`src/rtl/alu_exec_pkg.sv`:
```
// Shared types for the ALU execute unit: operation codes, FSM states and
// small decode helpers used by the top level and the bench.
package alu_exec_pkg;

  typedef enum logic [3:0] {
    OP_AND  = 4'b0000,
    OP_OR   = 4'b0001,
    OP_ADD  = 4'b0010,
    OP_XOR  = 4'b0011,
    OP_SLL  = 4'b0100,
    OP_SLTU = 4'b0101,
    OP_SUB  = 4'b0110,
    OP_SUBU = 4'b0111,
    OP_SRL  = 4'b1000,
    OP_SLT  = 4'b1010,
    OP_SRA  = 4'b1100
  } alu_op_e;

  typedef enum logic [1:0] {
    ST_IDLE  = 2'd0,
    ST_SHIFT = 2'd1,
    ST_DONE  = 2'd2
  } state_e;

  // True for the three iterative shift operations.
  function automatic logic is_shift(alu_op_e op);
    return (op == OP_SLL) || (op == OP_SRL) || (op == OP_SRA);
  endfunction

  // True for any code in the supported operation set.
  function automatic logic is_legal(logic [3:0] code);
    logic ok;
    case (code)
      OP_AND, OP_OR, OP_ADD, OP_XOR, OP_SLL, OP_SLTU,
      OP_SUB, OP_SUBU, OP_SRL, OP_SLT, OP_SRA: ok = 1'b1;
      default:                                  ok = 1'b0;
    endcase
    return ok;
  endfunction

endpackage

```
`src/rtl/alu_exec_unit_shifter.sv`:
```
// Iterative one-bit-per-cycle shifter. load captures the operand, count and
// direction; each step shifts acc by one bit and decrements the count.
// last_step is high while the pending step is the final one, so the caller
// can register acc_next on that same edge.
module alu_iter_shifter #(
  parameter int WIDTH   = 32,
  parameter int SHAMT_W = $clog2(WIDTH)
) (
  input  logic               clk,
  input  logic               reset,
  input  logic               load,
  input  logic               step,
  input  logic [WIDTH-1:0]   load_value,
  input  logic [SHAMT_W-1:0] load_cnt,
  input  logic               left,
  input  logic               arith,
  output logic [WIDTH-1:0]   acc_next,
  output logic               last_step
);

  logic [WIDTH-1:0]   acc;
  logic [SHAMT_W-1:0] cnt;
  logic               left_q;
  logic               arith_q;

  // Next accumulator value: zero-fill left, zero- or sign-fill right.
  always_comb begin
    acc_next  = acc;
    last_step = (cnt == SHAMT_W'(1));
    if (left_q) begin
      acc_next = {acc[WIDTH-2:0], 1'b0};
    end else begin
      acc_next = {(arith_q & acc[WIDTH-1]), acc[WIDTH-1:1]};
    end
  end

  // Accumulator and count: load on request, advance one bit per step.
  always_ff @(posedge clk) begin
    if (reset) begin
      acc     <= '0;
      cnt     <= '0;
      left_q  <= 1'b0;
      arith_q <= 1'b0;
    end else if (load) begin
      acc     <= load_value;
      cnt     <= load_cnt;
      left_q  <= left;
      arith_q <= arith;
    end else if (step && (cnt != '0)) begin
      acc <= acc_next;
      cnt <= cnt - SHAMT_W'(1);
    end
  end

endmodule

```
`src/rtl/alu_exec_unit.sv`:
```
// Multi-cycle ALU execute unit. Single-cycle ops register their result on
// the accept edge; shifts iterate one bit per cycle in alu_iter_shifter.
//
// Handshake: a request transfers on a rising edge where in_valid && in_ready;
// a result transfers on a rising edge where out_valid && out_ready. in_ready
// is high only in IDLE, out_valid only in DONE, so the unit holds exactly one
// operation and never accepts on the edge that retires a result.
import alu_exec_pkg::*;

module alu_exec_unit #(
  parameter int WIDTH   = 32,
  parameter int SHAMT_W = $clog2(WIDTH)
) (
  input  logic             clk,
  input  logic             reset,
  input  logic             in_valid,
  output logic             in_ready,
  input  logic [3:0]       operation,
  input  logic [WIDTH-1:0] a,
  input  logic [WIDTH-1:0] b,
  input  logic             con_beq,
  input  logic             con_bnq,
  input  logic             con_blt,
  input  logic             con_bgt,
  output logic             out_valid,
  input  logic             out_ready,
  output logic [WIDTH-1:0] result,
  output logic             zero,
  output logic             branch_taken,
  output logic             illegal_op,
  output state_e           fsm_state
);

  state_e             state;
  alu_op_e            op_in;
  logic               accept;
  logic               legal_in;
  logic               shift_in;
  logic [SHAMT_W-1:0] shamt_in;
  logic               lt_in;
  logic [3:0]         con_in;
  logic [WIDTH-1:0]   alu_res;
  logic               lt_q;
  logic [3:0]         con_q;
  logic               sh_load;
  logic               sh_step;
  logic [WIDTH-1:0]   sh_next;
  logic               sh_last;

  // Branch decision: strobes are ORed, so several set at once is harmless.
  function automatic logic branch_eval(logic z, logic lt, logic [3:0] con);
    return (con[3] & z) | (con[2] & ~z) | (con[1] & lt) | (con[0] & ~lt);
  endfunction

  // Request decode and the single-cycle datapath, evaluated on the inputs.
  always_comb begin
    op_in    = alu_op_e'(operation);
    accept   = in_valid && in_ready;
    legal_in = is_legal(operation);
    shift_in = is_shift(op_in);
    shamt_in = b[SHAMT_W-1:0];
    con_in   = {con_beq, con_bnq, con_blt, con_bgt};
    // Unsigned compare only for SUBU; everything else compares signed.
    lt_in    = (op_in == OP_SUBU) ? (a < b) : ($signed(a) < $signed(b));
    alu_res  = '0;
    case (operation)
      OP_AND:  alu_res = a & b;
      OP_OR:   alu_res = a | b;
      OP_ADD:  alu_res = a + b;
      OP_XOR:  alu_res = a ^ b;
      OP_SUB:  alu_res = a - b;
      OP_SUBU: alu_res = a - b;
      OP_SLTU: alu_res = WIDTH'(a < b);
      OP_SLT:  alu_res = WIDTH'($signed(a) < $signed(b));
      // Shifts reach this path only with a zero shift amount.
      OP_SLL, OP_SRL, OP_SRA: alu_res = a;
      default: alu_res = '0;
    endcase
  end

  assign sh_load   = (state == ST_IDLE) && accept && legal_in && shift_in &&
                     (shamt_in != '0);
  assign sh_step   = (state == ST_SHIFT);
  assign fsm_state = state;

  alu_iter_shifter #(
    .WIDTH   (WIDTH),
    .SHAMT_W (SHAMT_W)
  ) u_shifter (
    .clk        (clk),
    .reset      (reset),
    .load       (sh_load),
    .step       (sh_step),
    .load_value (a),
    .load_cnt   (shamt_in),
    .left       (op_in == OP_SLL),
    .arith      (op_in == OP_SRA),
    .acc_next   (sh_next),
    .last_step  (sh_last)
  );

  // Control FSM with all handshake and result outputs registered.
  always_ff @(posedge clk) begin
    if (reset) begin
      state        <= ST_IDLE;
      in_ready     <= 1'b1;
      out_valid    <= 1'b0;
      result       <= '0;
      zero         <= 1'b0;
      branch_taken <= 1'b0;
      illegal_op   <= 1'b0;
      lt_q         <= 1'b0;
      con_q        <= '0;
    end else begin
      case (state)
        ST_IDLE: begin
          if (accept) begin
            in_ready <= 1'b0;
            lt_q     <= lt_in;
            con_q    <= con_in;
            if (!legal_in) begin
              result       <= '0;
              zero         <= 1'b1;
              branch_taken <= 1'b0;
              illegal_op   <= 1'b1;
              out_valid    <= 1'b1;
              state        <= ST_DONE;
            end else if (shift_in && (shamt_in != '0)) begin
              state <= ST_SHIFT;
            end else begin
              result       <= alu_res;
              zero         <= (alu_res == '0);
              branch_taken <= branch_eval(alu_res == '0, lt_in, con_in);
              illegal_op   <= 1'b0;
              out_valid    <= 1'b1;
              state        <= ST_DONE;
            end
          end
        end
        ST_SHIFT: begin
          if (sh_last) begin
            result       <= sh_next;
            zero         <= (sh_next == '0);
            branch_taken <= branch_eval(sh_next == '0, lt_q, con_q);
            illegal_op   <= 1'b0;
            out_valid    <= 1'b1;
            state        <= ST_DONE;
          end
        end
        ST_DONE: begin
          if (out_ready) begin
            out_valid <= 1'b0;
            in_ready  <= 1'b1;
            state     <= ST_IDLE;
          end
        end
        default: begin
          state     <= ST_IDLE;
          in_ready  <= 1'b1;
          out_valid <= 1'b0;
        end
      endcase
    end
  end

endmodule

```
`config.mk`:
```
export PLATFORM = sky130hd
export DESIGN_NAME = alu_exec_unit
export DESIGN_NICKNAME = d
export VERILOG_FILES = /design/src/rtl/alu_exec_pkg.sv /design/src/rtl/alu_exec_unit_shifter.sv /design/src/rtl/alu_exec_unit.sv
export SDC_FILE = /design/constraint.sdc
export NUM_CORES = 1
export LEC_CHECK = 0
export ABC_AREA = 1
export CORE_UTILIZATION = 35
export CTS_CLUSTER_DIAMETER = 200
export DETAILED_ROUTE_END_ITERATION = 8
export GPL_TIMING_DRIVEN = 0
export PLACE_DENSITY = 0.61
export RECOVER_POWER = 100
export SYNTH_ARGS = -nofsm -noshare
export SYNTH_HDL_FRONTEND = slang
export SYNTH_SLANG_ARGS = --single-unit
```
`constraint.sdc`:
```
create_clock -name clk -period 3.2 [get_ports clk]
set_input_delay 0.64 -clock clk [delete_from_list [all_inputs] [get_ports clk]]
set_output_delay 0.64 -clock clk [all_outputs]
set_load 0.03 [all_outputs]
```
# After elaboration in Yosys (flattened, before gate mapping)
# Memories as Yosys holds them, arrays and structs flattened.
# Index checks and enable logic that the tools add are counted.
# Widths: inputs -> output; s select.
# classes
magnitude_cmp	2
eq_ne	17
add_sub_neg	3
mux	42
bitwise_logic	23
n_reduce_logical	24
# ops
op	count
$pmux 32 s8	1
$mux 32	7
$logic_not 32->1	2
$lt 32x32->1	2
$pmux 32 s2	1
$add 32x32->32	1
$and 32x32->32	1
$or 32x32->32	1
$sub 32x32->32	1
$xor 32x32->32	1
$mux 1	20
$eq 4x3->1 const B	4
$eq 4x4->1 const B	3
$mux 2	5
$mux 5	2
$reduce_bool 5->1	2
$and 1x1->1	9
$eq 4x2->1 const B	2
$reduce_and 4->1	2
$logic_and 1x1->1	7
$ne 2x2->1 const B	3
$or 1x1->1	6
$pmux 1 s2	3
$pmux 1 s3	2
other kinds (16)	23
# word_totals
rom_bits	16
in_bits	76
mem_count	1
ff_bits	83
# mem_list
name	words	word_bits	read_ports	rd_clocked_by_memory_dff	wr	line	rtl
(no name shown)	16	1	1	0	0	alu_exec_pkg.sv:33	case (code)

# Logic depth before layout (Yosys ltp)
# Gate-level depths: netlist of the first run.
# depth
word_depth	13
depth_mapped	25

# Hierarchy
# Synthesis of the first run repeated with hierarchy kept, for this count alone.
# unflattened
cells_unflattened	2104
area_unflattened_um2	11713.7
# by_module_without_submodules
mod	n_inst	area_each_um2	cells_each	seq_area_each_um2
alu_exec_unit	1	9331.4	1699	880.8
alu_iter_shifter	1	2382.3	405	780.7

# Worst setup path before layout of the first run
# Ideal clock, no wire load.
# synth_path
path_kind	in2reg
from	in a[0]
to	reg branch_taken
path_stages	19
required_ns	3.078
arrival_ns	2.667
n_path_buf	0
path_slack_ns	0.411
path_cell_list	inv_1 > ha_1 > fa_1 > inv_1 > nand2_1 > nand2_1 > nand3_1 > nand2_1 > nand2_1 > nand2_2 > nand2_2 > nand3_1 > nand2_1 > o21ai_1 > mux2_2 > inv_1 > nand3_1 > nand2_1 > a21oi_2
# synth_via
elab_chain_len	12
# synth_rtl
element	line	rtl
from (decl)	alu_exec_unit.sv:19	input logic [WIDTH-1:0] a,
$sub 32x32->32 (tied with other cells)	alu_exec_unit.sv:71, alu_exec_unit.sv:72	
$pmux 32 s8	alu_exec_unit.sv:66	case (operation)
$logic_not 32->1	alu_exec_unit.sv:133	branch_taken <= branch_eval(alu_res == '0, lt_in, con_in);
$not 1->1	alu_exec_unit.sv:52	return (con[3] & z) | (con[2] & ~z) | (con[1] & lt) | (con[0] & ~lt);
$and 1x1->1	alu_exec_unit.sv:52	
$or 1x1->1 (2 in a row)	alu_exec_unit.sv:52	
$or 1x1->1 *	alu_exec_unit.sv:52	
$mux 1 *	alu_exec_unit.sv:128	end else if (shift_in && (shamt_in != '0)) begin
$mux 1 *	alu_exec_unit.sv:121	if (!legal_in) begin
$mux 1 *	alu_exec_unit.sv:117	if (accept) begin
$pmux 1 s2 *	alu_exec_unit.sv:115	case (state)
to (signal assigned)	alu_exec_unit.sv:133	
to (signal assigned)	alu_exec_unit.sv:144	branch_taken <= branch_eval(sh_next == '0, lt_q, con_q);
to (decl)	alu_exec_unit.sv:29	output logic branch_taken,
# Every way passes the cells marked *; elsewhere a longest branch is shown, timed or not. The select of a mux whose other input is x is not followed.
# A chain may end at the register's enable or synchronous reset.

# Final worst setup path of the first run
# layout_path
from	in a[23]
to	reg branch_taken
# The elaborated chain is that of the path after synthesis.

==> impl_metrics.toml, run 1 <==
[run_status]
status = "completed"

[power]
pwr-share-clk = 0.208
pwr-share-seq = 0.244
power_density_nw_per_um2 = 339
ir_drop_v = 0.000257
pwr-share-comb = 0.548
leakage_nw = 7.40
switchingPower_w = 0.00230
switching_share = 0.457
intPower_w = 0.00273

[yosys]
synth_nets = 2138
synth.area.mux_share = 0.00286
synthXorXnorAreaFrac = 0.00320
ys_types = 48
ys_ff_latch = 83
ys_seq_area_frac = 0.152
syn_inst = 1958
synth_top_family_by_area = "simple AND/OR/NAND/NOR gates"
yosys.area_share.simple = 0.384
synth_top_flop_cell = "dfxtp_1"
synth_compound_area_frac = 0.182
synth_edf_count = 0
synth.avg_cell_area_um2 = 5.60
syn_area_um2 = 11000
async_flop_share = 0
synthAdderAreaFrac = 0.120
yosysWarnings = 0

[flow_run]
maxCapViolations = 0

[global_routing]
grt_max_degree = 14
gr-total-overflow = 0
antenna_found_initial = 1
grt_pass1_vias = 12437
grt_util_all_layers = 0.295
grt_pass1_wl_um = 71000

[routing]
ant_nets = 0
drt_pass1_iterations = 6
finalWirelength_um = 48700
drt-wirelength-per-cell_um = 19.2
vias = 13735
drt_iter0_markers = 1371
drt-vias-per-instance = 5.42
drc = 0

[cts]
root_buffer = "clkbuf_16"
clockBufferDepth = 2
clk_latency_ps = 350
holdBufCountCts = 0
path_clk_slew_ps = 60
clkSinkCount = 83
cts_buffers = 9
cts_tree = "yes"
cts_max_level = 3

[sta]
fin_skew_ps = 6.31
fin_crit_sh = 0.986
setup_viol = 0
hold_viol = 0
fmax_mhz = 317
max_slew.worst_pin.slew_ps = 642
fin_setup_tns_ps = 0
rsz0062_at_grt = "yes"
report.final.slew_viol_count = 0
post-route-min-period_ps = 3160
timing.final.ws_setup_ps = 44.0
relSlewSlack = 0.572

[worst_setup_path]
crit_type = "in2reg"
critPathRequiredTime_ps = 3440
rr_startpoint = "u_shifter.left_q$_SDFFE_PP0P_"
startpoint = "a[23]"
cp-end-kind = "flip-flop"
crit_arrival_ps = 3390
r2r_slack_ps = 380
cp_max_fo = 9
start_kind = "input port"

[floorplanning]
dieArea_um2 = 32000
initial_utilization = 0.357
core.rowCount = 64
die_w_um = 179
io_pins = 115
core_um2 = 30700
die_height_um = 179

[layout]
synthToLayoutAreaGrowth_pct = 35.2
diodes = 0
nNetsFinal = 2314
layout-drive-gt1-share = 0.230

[placed_design]
dpl.hpwl_um = 38700
io_buffers = 112
finalWeightedCongestion = 1.01
place_ws_ps = -1020

[hold_path]
hold_path_class = "reg2reg"
hp-start = "result[29]$_SDFFE_PP0P_"
## per-layer routing
layer / track usage / wire, um / vias to the layer above
met3: 0.0201 / 4100 / 102
met2: 0.489 / 22200 / 625
met5: 0 / 0 / -
li1: - / - / 6628
met4: 0.103 / 1660 / 0
met1: 0.401 / 20800 / 6380
## final timing paths
kind                                                   to  cells past startpoint
worst max-delay path            branch_taken$_SDFFE_PP0P_                     22
worst min-delay path              result[29]$_SDFFE_PP0P_                      2
worst max register to register  branch_taken$_SDFFE_PP0P_                     11
worst min register to register    result[29]$_SDFFE_PP0P_                      2
## cell usage in the layout (no fill, tap or decap), types with 10 or more instances in the layout
| cell type | Yosys | routed |
|---|---|---|
| a21oi_1 | 125 | 99 |
| a21oi_2 | 3 | 19 |
| a21oi_4 | 0 | 10 |
| a221oi_2 | 6 | 14 |
| a31oi_1 | 35 | 35 |
| buf_2 | 33 | 18 |
| buf_4 | 10 | 55 |
| buf_6 | 4 | 19 |
| clkbuf_1 | 36 | 36 |
| clkbuf_2 | 0 | 19 |
| clkdlybuf4s50_1 | 0 | 16 |
| dfxtp_1 | 83 | 83 |
| dlygate4sd2_1 | 0 | 13 |
| dlygate4sd3_1 | 0 | 40 |
| dlymetal6s2s_1 | 0 | 18 |
| ha_1 | 102 | 84 |
| ha_4 | 0 | 15 |
| inv_1 | 333 | 292 |
| inv_2 | 9 | 46 |
| nand2_1 | 586 | 524 |
| nand2_2 | 6 | 58 |
| nand2_4 | 0 | 10 |
| nand3_1 | 156 | 112 |
| nand3_2 | 3 | 40 |
| nand4_1 | 25 | 25 |
| nor2_1 | 147 | 82 |
| nor2_2 | 11 | 40 |
| nor2_4 | 0 | 36 |
| o21ai_0 | 100 | 86 |
| o21ai_1 | 5 | 10 |
| o22ai_1 | 24 | 24 |
| or2_2 | 19 | 19 |
## flip-flops by register name (all words and copies together), names as in the netlist
signal             flops
u_shifter.acc         32
u_shifter.cnt          5
u_shifter.arith_q      1
u_shifter.left_q       1
con_q                  4
fsm_state              2
branch_taken           1
zero                   1
illegal_op             1
result                32
lt_q                   1
out_valid              1
in_ready               1
## cell usage after synthesis (all sizes together), types with 23 or more instances
| cell type | n | area [um2] |
|---|---|---|
| nand2 | 592 | 2240 |
| inv | 342 | 1280 |
| nand3 | 159 | 811 |
| nor2 | 158 | 621 |
| a21oi | 128 | 652 |
| o21ai | 105 | 526 |
| ha | 102 | 1280 |
| dfxtp | 83 | 1660 |
| buf | 48 | 289 |
| clkbuf | 36 | 135 |
| a31oi | 35 | 219 |
| or2 | 26 | 163 |
| nand4 | 25 | 156 |
| o22ai | 24 | 150 |
| a221oi | 23 | 239 |
## repair_timing
item                                    CTS  global route
setup buffers                            12            34
pin swaps                                23            63
endpoints found under the setup margin   50             6
gates cloned                              1             7
resized for setup                       233           317
## critical path, cell delays in order
cell and delay (ps):
dlygate4sd2_1 410, inv_1 130, ha_4 290, buf_8 150, nor2_4 100, inv_1 90
nor2_4 120, inv_4 70, nor3_4 180, nand2_2 110, nand3_1 80, nand2_1 50
nand3_1 80, nand3_2 170, nor2_1 140, nand2_1 100, nor2_4 150, nand3_2 80
nand2_1 60, nand3_1 60, nand2_1 70, a21oi_2 50
## cell families (layout without fill, tap and decap cells)
logic type / Yosys count / after routing
AND/OR/NAND/NOR: 995 / 995
buffers and inverters: 428 / 609
AO/OA/AOI/OAI: 341 / 341
adder cells (fa/ha/maj): 104 / 104
flip-flops: 83 / 83
XOR/XNOR: 4 / 4
multiplexers: 3 / 3
## layout make-up
cell class,instances,area (um2)
Multi-Input combinational cell,1447,9020
Timing Repair Buffer,166,1440
Clock inverter,5,52.6
Buffer,83,597
Sequential cell,83,1660
Inverter,344,1300
Clock buffer,11,243
Tap cell,396,495
Fill cell,3238,15900
## power by group through the flow
| stage | clock network, W | logic (W) | registers (W) |
|---|---|---|---|
| final | 0.00105 | 0.00275 | 0.00123 |
| after global routing | 0.00110 | 0.00297 | 0.00124 |
| after CTS | 0.00106 | 0.00244 | 0.00123 |
| after detailed placement | 0 | 0.00228 | 0.00125 |
| after global placement | 0 | 0.00226 | 0.00125 |
| after floorplan | 0 | 0.00127 | 0.00141 |
## metrics by stage
| stage | cell area [um2] | hold slack (ps) | util | power (W) | std cells |
|---|---|---|---|---|---|
| finish | 14800 | 461 | 0.483 | 0.00502 | 2535 |
| global route | 14800 | 482 | 0.483 | 0.00531 | 2535 |
| CTS | 13600 | 467 | 0.443 | 0.00472 | 2494 |
| detailed placement | 12600 | 458 | 0.410 | 0.00353 | 2466 |
| global placement | 12600 | 449 | 0.410 | 0.00351 | 2466 |
| floorplan | 11000 | 425 | - | 0.00268 | 1958 |
(Power assumes the default switching activity.)
==> run 2, diff against run 1 <==
--- a/config.mk
+++ b/config.mk
@@ -9,9 +9,10 @@
 export CORE_UTILIZATION = 35
 export CTS_CLUSTER_DIAMETER = 200
 export DETAILED_ROUTE_END_ITERATION = 8
-export GPL_TIMING_DRIVEN = 0
-export PLACE_DENSITY = 0.61
+export PLACE_DENSITY = 0.6
 export RECOVER_POWER = 100
+export SKIP_LAST_GASP = 1
 export SYNTH_ARGS = -nofsm -noshare
 export SYNTH_HDL_FRONTEND = slang
+export SYNTH_HIERARCHICAL = 1
 export SYNTH_SLANG_ARGS = --single-unit
==> run 2 against run 1 <==
The flow now finishes with violations (capacitance limit, slew limit). Wire length increased by 7.7%. Via count increased by 11%. Combinational power increased by 71%. Total power increased by 48%. Sequential share of layout area decreased by 2.0 points. Clock power increased by 12%. Critical path depth decreased by 10. Global-route usage increased by 0.39 points. Register-to-register slack got worse by 120 ps. Non-clock buffer count increased by 264. Setup slack improved by 77 ps. First-iteration DRC count decreased by 5.3%. Largest power group unchanged. Highest routed layer unchanged.
==> impl_metrics.toml, run 2 <==
[run_status]
status = "finished with violations"
violations = "capacitance limit, slew limit"

[yosys]
synth.area.mux_share = 0
synth_top_flop_cell = "dfxtp_1"
yosys-top-cells-area = "nand2_1 21%, dfxtp_1 14%, inv_1 11%, ha_1 11%, a21oi_1 7.5%"
ys_types = 48
synth_top_area_frac = 0.214
synth_edf_count = 0
yosysWarnings = 6
synth_nets = 2283
synth_compound_area_frac = 0.168
ys_seq_area_frac = 0.142
synthXorXnorAreaFrac = 0.00224
yosys-top-cells-count = "668 x nand2_1, 341 x inv_1, 175 x a21oi_1"
synth_most_common_cell = "nand2_1"
ys_ff_latch = 83
syn_area_um2 = 11700
synth.avg_cell_area_um2 = 5.57
syn_inst = 2104
async_flop_share = 0
synth_top_family_by_area = "simple AND/OR/NAND/NOR gates"
synthAdderAreaFrac = 0.111
yosys.area_share.simple = 0.413
synth_top_area_cell = "nand2_1"

[routing]
drc = 0
finalWirelength_um = 52500
drt-vias-per-instance = 5.12
ant_nets = 0
vias = 15313
drt-wirelength-per-cell_um = 17.5
drt_iter0_markers = 1298
drt_pass1_iterations = 6

[power]
pwr-share-comb = 0.635
switchingPower_w = 0.00356
power_density_nw_per_um2 = 412
leakage_nw = 9.79
ir_drop_v = 0.000516
pwr-share-clk = 0.159
pwr-share-seq = 0.206
intPower_w = 0.00385
switching_share = 0.481

[worst_setup_path]
start_kind = "input port"
cp_cell_sequence = "clkdlybuf4s50_1 -> nor2_2 -> nand2_4 -> inv_4 -> clkbuf_4 -> nand3_1 -> nor2_4 -> clkbuf_4 -> clkbuf_4 -> a21oi_1 -> o21ai_0 -> a21oi_1"
cp-end-kind = "flip-flop"
slowest_stage = "clkdlybuf4s50_1"
cp_max_fo = 24
crit_arrival_ps = 3290
startpoint = "operation[0]"
worst-path-buf-inv = 5
crit_type = "in2reg"
crit_path_frequent_cell = "clkbuf_4"
cpPeakStageDelay_ps = 540
rr_startpoint = "u_shifter/left_q$_SDFFE_PP0P_"
critPathRequiredTime_ps = 3410
critPathTopFamily = "buffers and inverters"

[cts]
clkSinkCount = 83
clk_latency_ps = 350
cts_max_level = 3
clockBufferDepth = 2
path_clk_slew_ps = 60
cts_buffers = 9
cts_tree = "yes"
root_buffer = "clkbuf_16"

[layout]
fillers = 3352
final_cell_mix = "589 x nand2_1, 368 x buf_4, 285 x inv_1"
multi_input_comb_area_um2 = 9650
layout-drive-gt1-share = 0.328
reg_top3 = "result x32, u_shifter/acc x32, u_shifter/cnt x5"
stdcell_area_um2 = 18000
final_common_cell = "nand2_1"
synthToLayoutAreaGrowth_pct = 53.5
nNetsFinal = 2723
diodes = 0
regArea_um2 = 1660

[floorplanning]
core.rowCount = 66
die_height_um = 185
die_w_um = 185
dieArea_um2 = 34200
io_pins = 115
initial_utilization = 0.358
core_um2 = 32700

[global_routing]
grt_util_all_layers = 0.299
met1_usage = 0.374
gr-total-overflow = 0
antenna_found_initial = 0
grt-busiest-layer = "met2"
grt_max_degree = 38
grt_pass1_vias = 14474
grt_pass1_wl_um = 78200
grtUsageMet2 = 0.521
use_met3 = 0.0250

[sta]
timing.final.ws_setup_ps = 121
max_slew.worst_pin.slew_ps = 1550
fmax_mhz = 325
fin_skew_ps = 9.55
relSlewSlack = -0.0356
setup_viol = 0
hold_viol = 0
whs_ps = 470
fin_crit_sh = 0.962
report.final.slew_viol_count = 32
post-route-min-period_ps = 3080

[placed_design]
finalWeightedCongestion = 0.999
dpl.hpwl_um = 42200
placed_cell_area_um2 = 15700
place_ws_ps = -655
io_buffers = 114

[hold_path]
hold_path_class = "reg2reg"
hp-start = "out_valid$_SDFFE_PP0P_"

[flow_run]
maxCapViolations = 1
[run 2: cell count changes after synthesis, sizes merged, moves of 13 or more]
cell	previous run	this run
a21oi	128	181
a31oi	35	1
buf	48	61
clkbuf	36	23
inv	342	361
nand2	592	694
nor2	158	196
or2	26	2
[run 2: metal layers]
layer  up-vias  part of all wire
met4         0             0.051
met5         -                 0
met3       117             0.060
met2       615              0.47
li1       7523                 -
met1      7058              0.42
[run 2: worst paths after layout]
check | to | slack, ps | cells past startpoint
max | u_shifter/acc[18]$_SDFFE_PP0P_ | 120 | 12
min | out_valid$_SDFFE_PP0P_ | 470 | 2
max reg2reg | branch_taken$_SDFFE_PP0P_ | 260 | 10
min reg2reg | out_valid$_SDFFE_PP0P_ | 470 | 2
[run 2: cell families (layout without fill, tap and decap cells)]
group	after synthesis	in the layout
AND/OR/NAND/NOR	1115	1115
buffers and inverters	449	894
AO/OA/AOI/OAI	351	351
adder cells (fa/ha/maj)	103	103
flip-flops	83	83
XOR/XNOR	3	3
[run 2: cell type report]
class                           count  share of cell area
Tap cell                          442              0.0308
Sequential cell                    83              0.0924
Clock buffer                       11              0.0141
Multi-Input combinational cell   1572               0.537
Inverter                          365              0.0770
Clock inverter                      5             0.00459
Timing Repair Buffer              513               0.245
[run 2: stage by stage]
stage               cells  utilization  TNS [ps]  power, W
floorplan            2104            -         0   0.00399
global placement     2941        0.481     -4960   0.00587
detailed placement   2941        0.481     -4760   0.00590
CTS                  2959        0.503         0   0.00718
global route         2991        0.550      -125   0.00788
finish               2991        0.550         0   0.00741
[run 2: power by group through the flow]
stage,clock [W],combinational [W],sequential (W)
after CTS,0.00120,0.00444,0.00153
after floorplan,0,0.00204,0.00195
after detailed placement,0,0.00435,0.00155
final,0.00118,0.00471,0.00153
after global placement,0,0.00431,0.00156
after global routing,0.00123,0.00509,0.00156
[run 2: worst reg2reg max path, stage by stage (launching register included)]
cell	delay, ps
dfxtp_1	330
inv_1	350
nand2_1	220
nand2_1	100
nor4_1	460
nand4_1	270
or2_2	360
inv_1	80
nor2_1	50
a221oi_1	510
a21oi_2	80
[run 2: repair_timing]
action	4_1_cts	5_1_grt
hold buffers	0	0
pin swaps	10	131
gates resized for setup	87	386
endpoints found under the setup margin	3	3
setup buffers	2	32
==> run 3, diff against run 2 <==
--- a/config.mk
+++ b/config.mk
@@ -11,6 +11,7 @@
 export DETAILED_ROUTE_END_ITERATION = 8
 export PLACE_DENSITY = 0.6
 export RECOVER_POWER = 100
+export SKIP_CTS_REPAIR_TIMING = 1
 export SKIP_LAST_GASP = 1
 export SYNTH_ARGS = -nofsm -noshare
 export SYNTH_HDL_FRONTEND = slang
==> run 3 against run 2 <==
The flow still finishes with violations (capacitance limit, slew limit). Global-route usage shrank 0.29 points. Cell count grew 0.10%. Wire length is essentially flat. Critical path depth is the same. Register-to-register slack is essentially flat. Setup slack lost 12 ps. Sequential cell count is the same. Clock-buffer cell count is the same. Via count shrank 0.14%. Die area is the same. Total power is essentially flat. Critical path type unchanged.
==> impl_metrics.toml, run 3 (synthesized netlist as in run 2, its figures left out) <==
[run_status]
status = "finished with violations"
violations = "capacitance limit, slew limit"

[worst_setup_path]
reg2reg_to = "branch_taken$_SDFFE_PP0P_"
r2r_slack_ps = 260
crit_type = "in2reg"
crit_arrival_ps = 3300
startpoint = "operation[0]"
cp_max_fo = 24
start_kind = "input port"
critPathRequiredTime_ps = 3410
r2r_cells = 10
critPathCapture = "u_shifter/acc[18]$_SDFFE_PP0P_"
cp-end-kind = "flip-flop"
rr_startpoint = "u_shifter/left_q$_SDFFE_PP0P_"

[layout]
nNetsFinal = 2726
stdcell_area_um2 = 17900
postLayoutCoreUtil = 0.549
final_common_cell = "nand2_1"
synthToLayoutAreaGrowth_pct = 53.2
diodes = 0
reg_top3 = "result x32, u_shifter/acc x32, u_shifter/cnt x5"
layout-drive-gt1-share = 0.323
final_cell_mix = "593 x nand2_1, 370 x buf_4, 287 x inv_1"
fillers = 3377

[sta]
setup_viol = 0
fin_setup_tns_ps = 0
post-route-min-period_ps = 3090
relSlewSlack = -0.0222
fmax_mhz = 323
report.final.slew_viol_count = 32
max_slew.worst_pin.slew_ps = 1530
hold_viol = 0
whs_ps = 470
fin_skew_ps = 9.25
fin_crit_sh = 0.966

[floorplanning]
die_height_um = 185
dieArea_um2 = 34200
io_pins = 115
core.rowCount = 66
initial_utilization = 0.358
core_um2 = 32700
die_w_um = 185

[hold_path]
hold_path_class = "reg2reg"

[cts]
cts_max_level = 3
clockBufferDepth = 2
clk_latency_ps = 350
cts_tree = "yes"
root_buffer = "clkbuf_16"
path_clk_slew_ps = 60
clkSinkCount = 83
cts_buffers = 9

[placed_design]
io_buffers = 114
finalWeightedCongestion = 0.999
dpl.hpwl_um = 42200
placed_cell_area_um2 = 15700

[power]
leakage_nw = 9.81
pwr-share-clk = 0.160
power_density_nw_per_um2 = 413
switching_share = 0.481
switchingPower_w = 0.00356
ir_drop_v = 0.000518
pwr-share-seq = 0.207
intPower_w = 0.00384
pwr-share-comb = 0.634

[routing]
drt_iter0_markers = 1298
finalWirelength_um = 52500
drt-wirelength-per-cell_um = 17.5
ant_nets = 0
drt_pass1_iterations = 6
drt-vias-per-instance = 5.11
vias = 15292
drc = 0

[global_routing]
grt_pass1_vias = 14342
grt_pass1_wl_um = 77400
gr-total-overflow = 0
grt_max_degree = 38
antenna_found_initial = 0
grt_util_all_layers = 0.296

[flow_run]
maxCapViolations = 1
-- run 3: worst min-delay path by stage --
stage,endpoint,cells after the start,slack [ps],from
finish,out_valid$_SDFFE_PP0P_,2,470,out_valid$_SDFFE_PP0P_
detailed placement,out_valid$_SDFFE_PP0P_,2,470,out_valid$_SDFFE_PP0P_
floorplan,u_shifter/acc[0]$_SDFFE_PP0P_,2,440,u_shifter/acc[0]$_SDFFE_PP0P_
global placement,u_shifter/acc[0]$_SDFFE_PP0P_,2,460,u_shifter/acc[0]$_SDFFE_PP0P_
global route,u_shifter/acc[31]$_SDFFE_PP0P_,2,500,u_shifter/acc[31]$_SDFFE_PP0P_
CTS,out_valid$_SDFFE_PP0P_,2,480,out_valid$_SDFFE_PP0P_
-- run 3: power by group through the flow --
stage	clock [W]	combinational, W	sequential (W)
3_3_place_gp	0	0.00431	0.00156
6_report	0.00118	0.00469	0.00153
3_5_place_dp	0	0.00435	0.00155
2_1_floorplan	0	0.00204	0.00195
4_1_cts	0.00120	0.00437	0.00153
5_1_grt	0.00123	0.00507	0.00156
-- run 3: through the flow --
stage | std cells | setup slack [ps] | total power (W)
global placement | 2941 | -689 | 0.00587
CTS | 2957 | -325 | 0.00710
detailed placement | 2941 | -655 | 0.00590
floorplan | 2104 | 441 | 0.00399
global route | 2994 | -60.0 | 0.00786
finish | 2994 | 109 | 0.00741
-- run 3: worst max-delay path, stage by stage --
cell	delay, ps
clkdlybuf4s50_1	550
nor2_2	320
nand2_4	110
inv_4	280
clkbuf_4	210
nand3_1	120
nor2_4	190
clkbuf_4	390
clkbuf_4	220
a21oi_1	30
o21ai_0	150
a21oi_1	80
-- run 3: final cells by class --
class                   instances  area (um2)  area share
flip-flops and latches         83        1660      0.0926
clock buffers                  11         253      0.0141
well taps                     442         553      0.0308
inverters                     365        1380      0.0768
multi-input cells            1572        9590       0.534
clock inverters                 5        82.6     0.00460
repair buffers                516        4430       0.247
-- run 3: per-layer routing --
layer / routed length, um / track usage / part of all wire / vias to the layer above
li1: - / - / - / 7539
met1: 22300 / 0.371 / 0.42 / 7071
met2: 24700 / 0.518 / 0.47 / 568
met3: 3000 / 0.0256 / 0.057 / 114
met4: 2520 / 0.123 / 0.048 / 0
met5: 0 / 0 / 0 / -
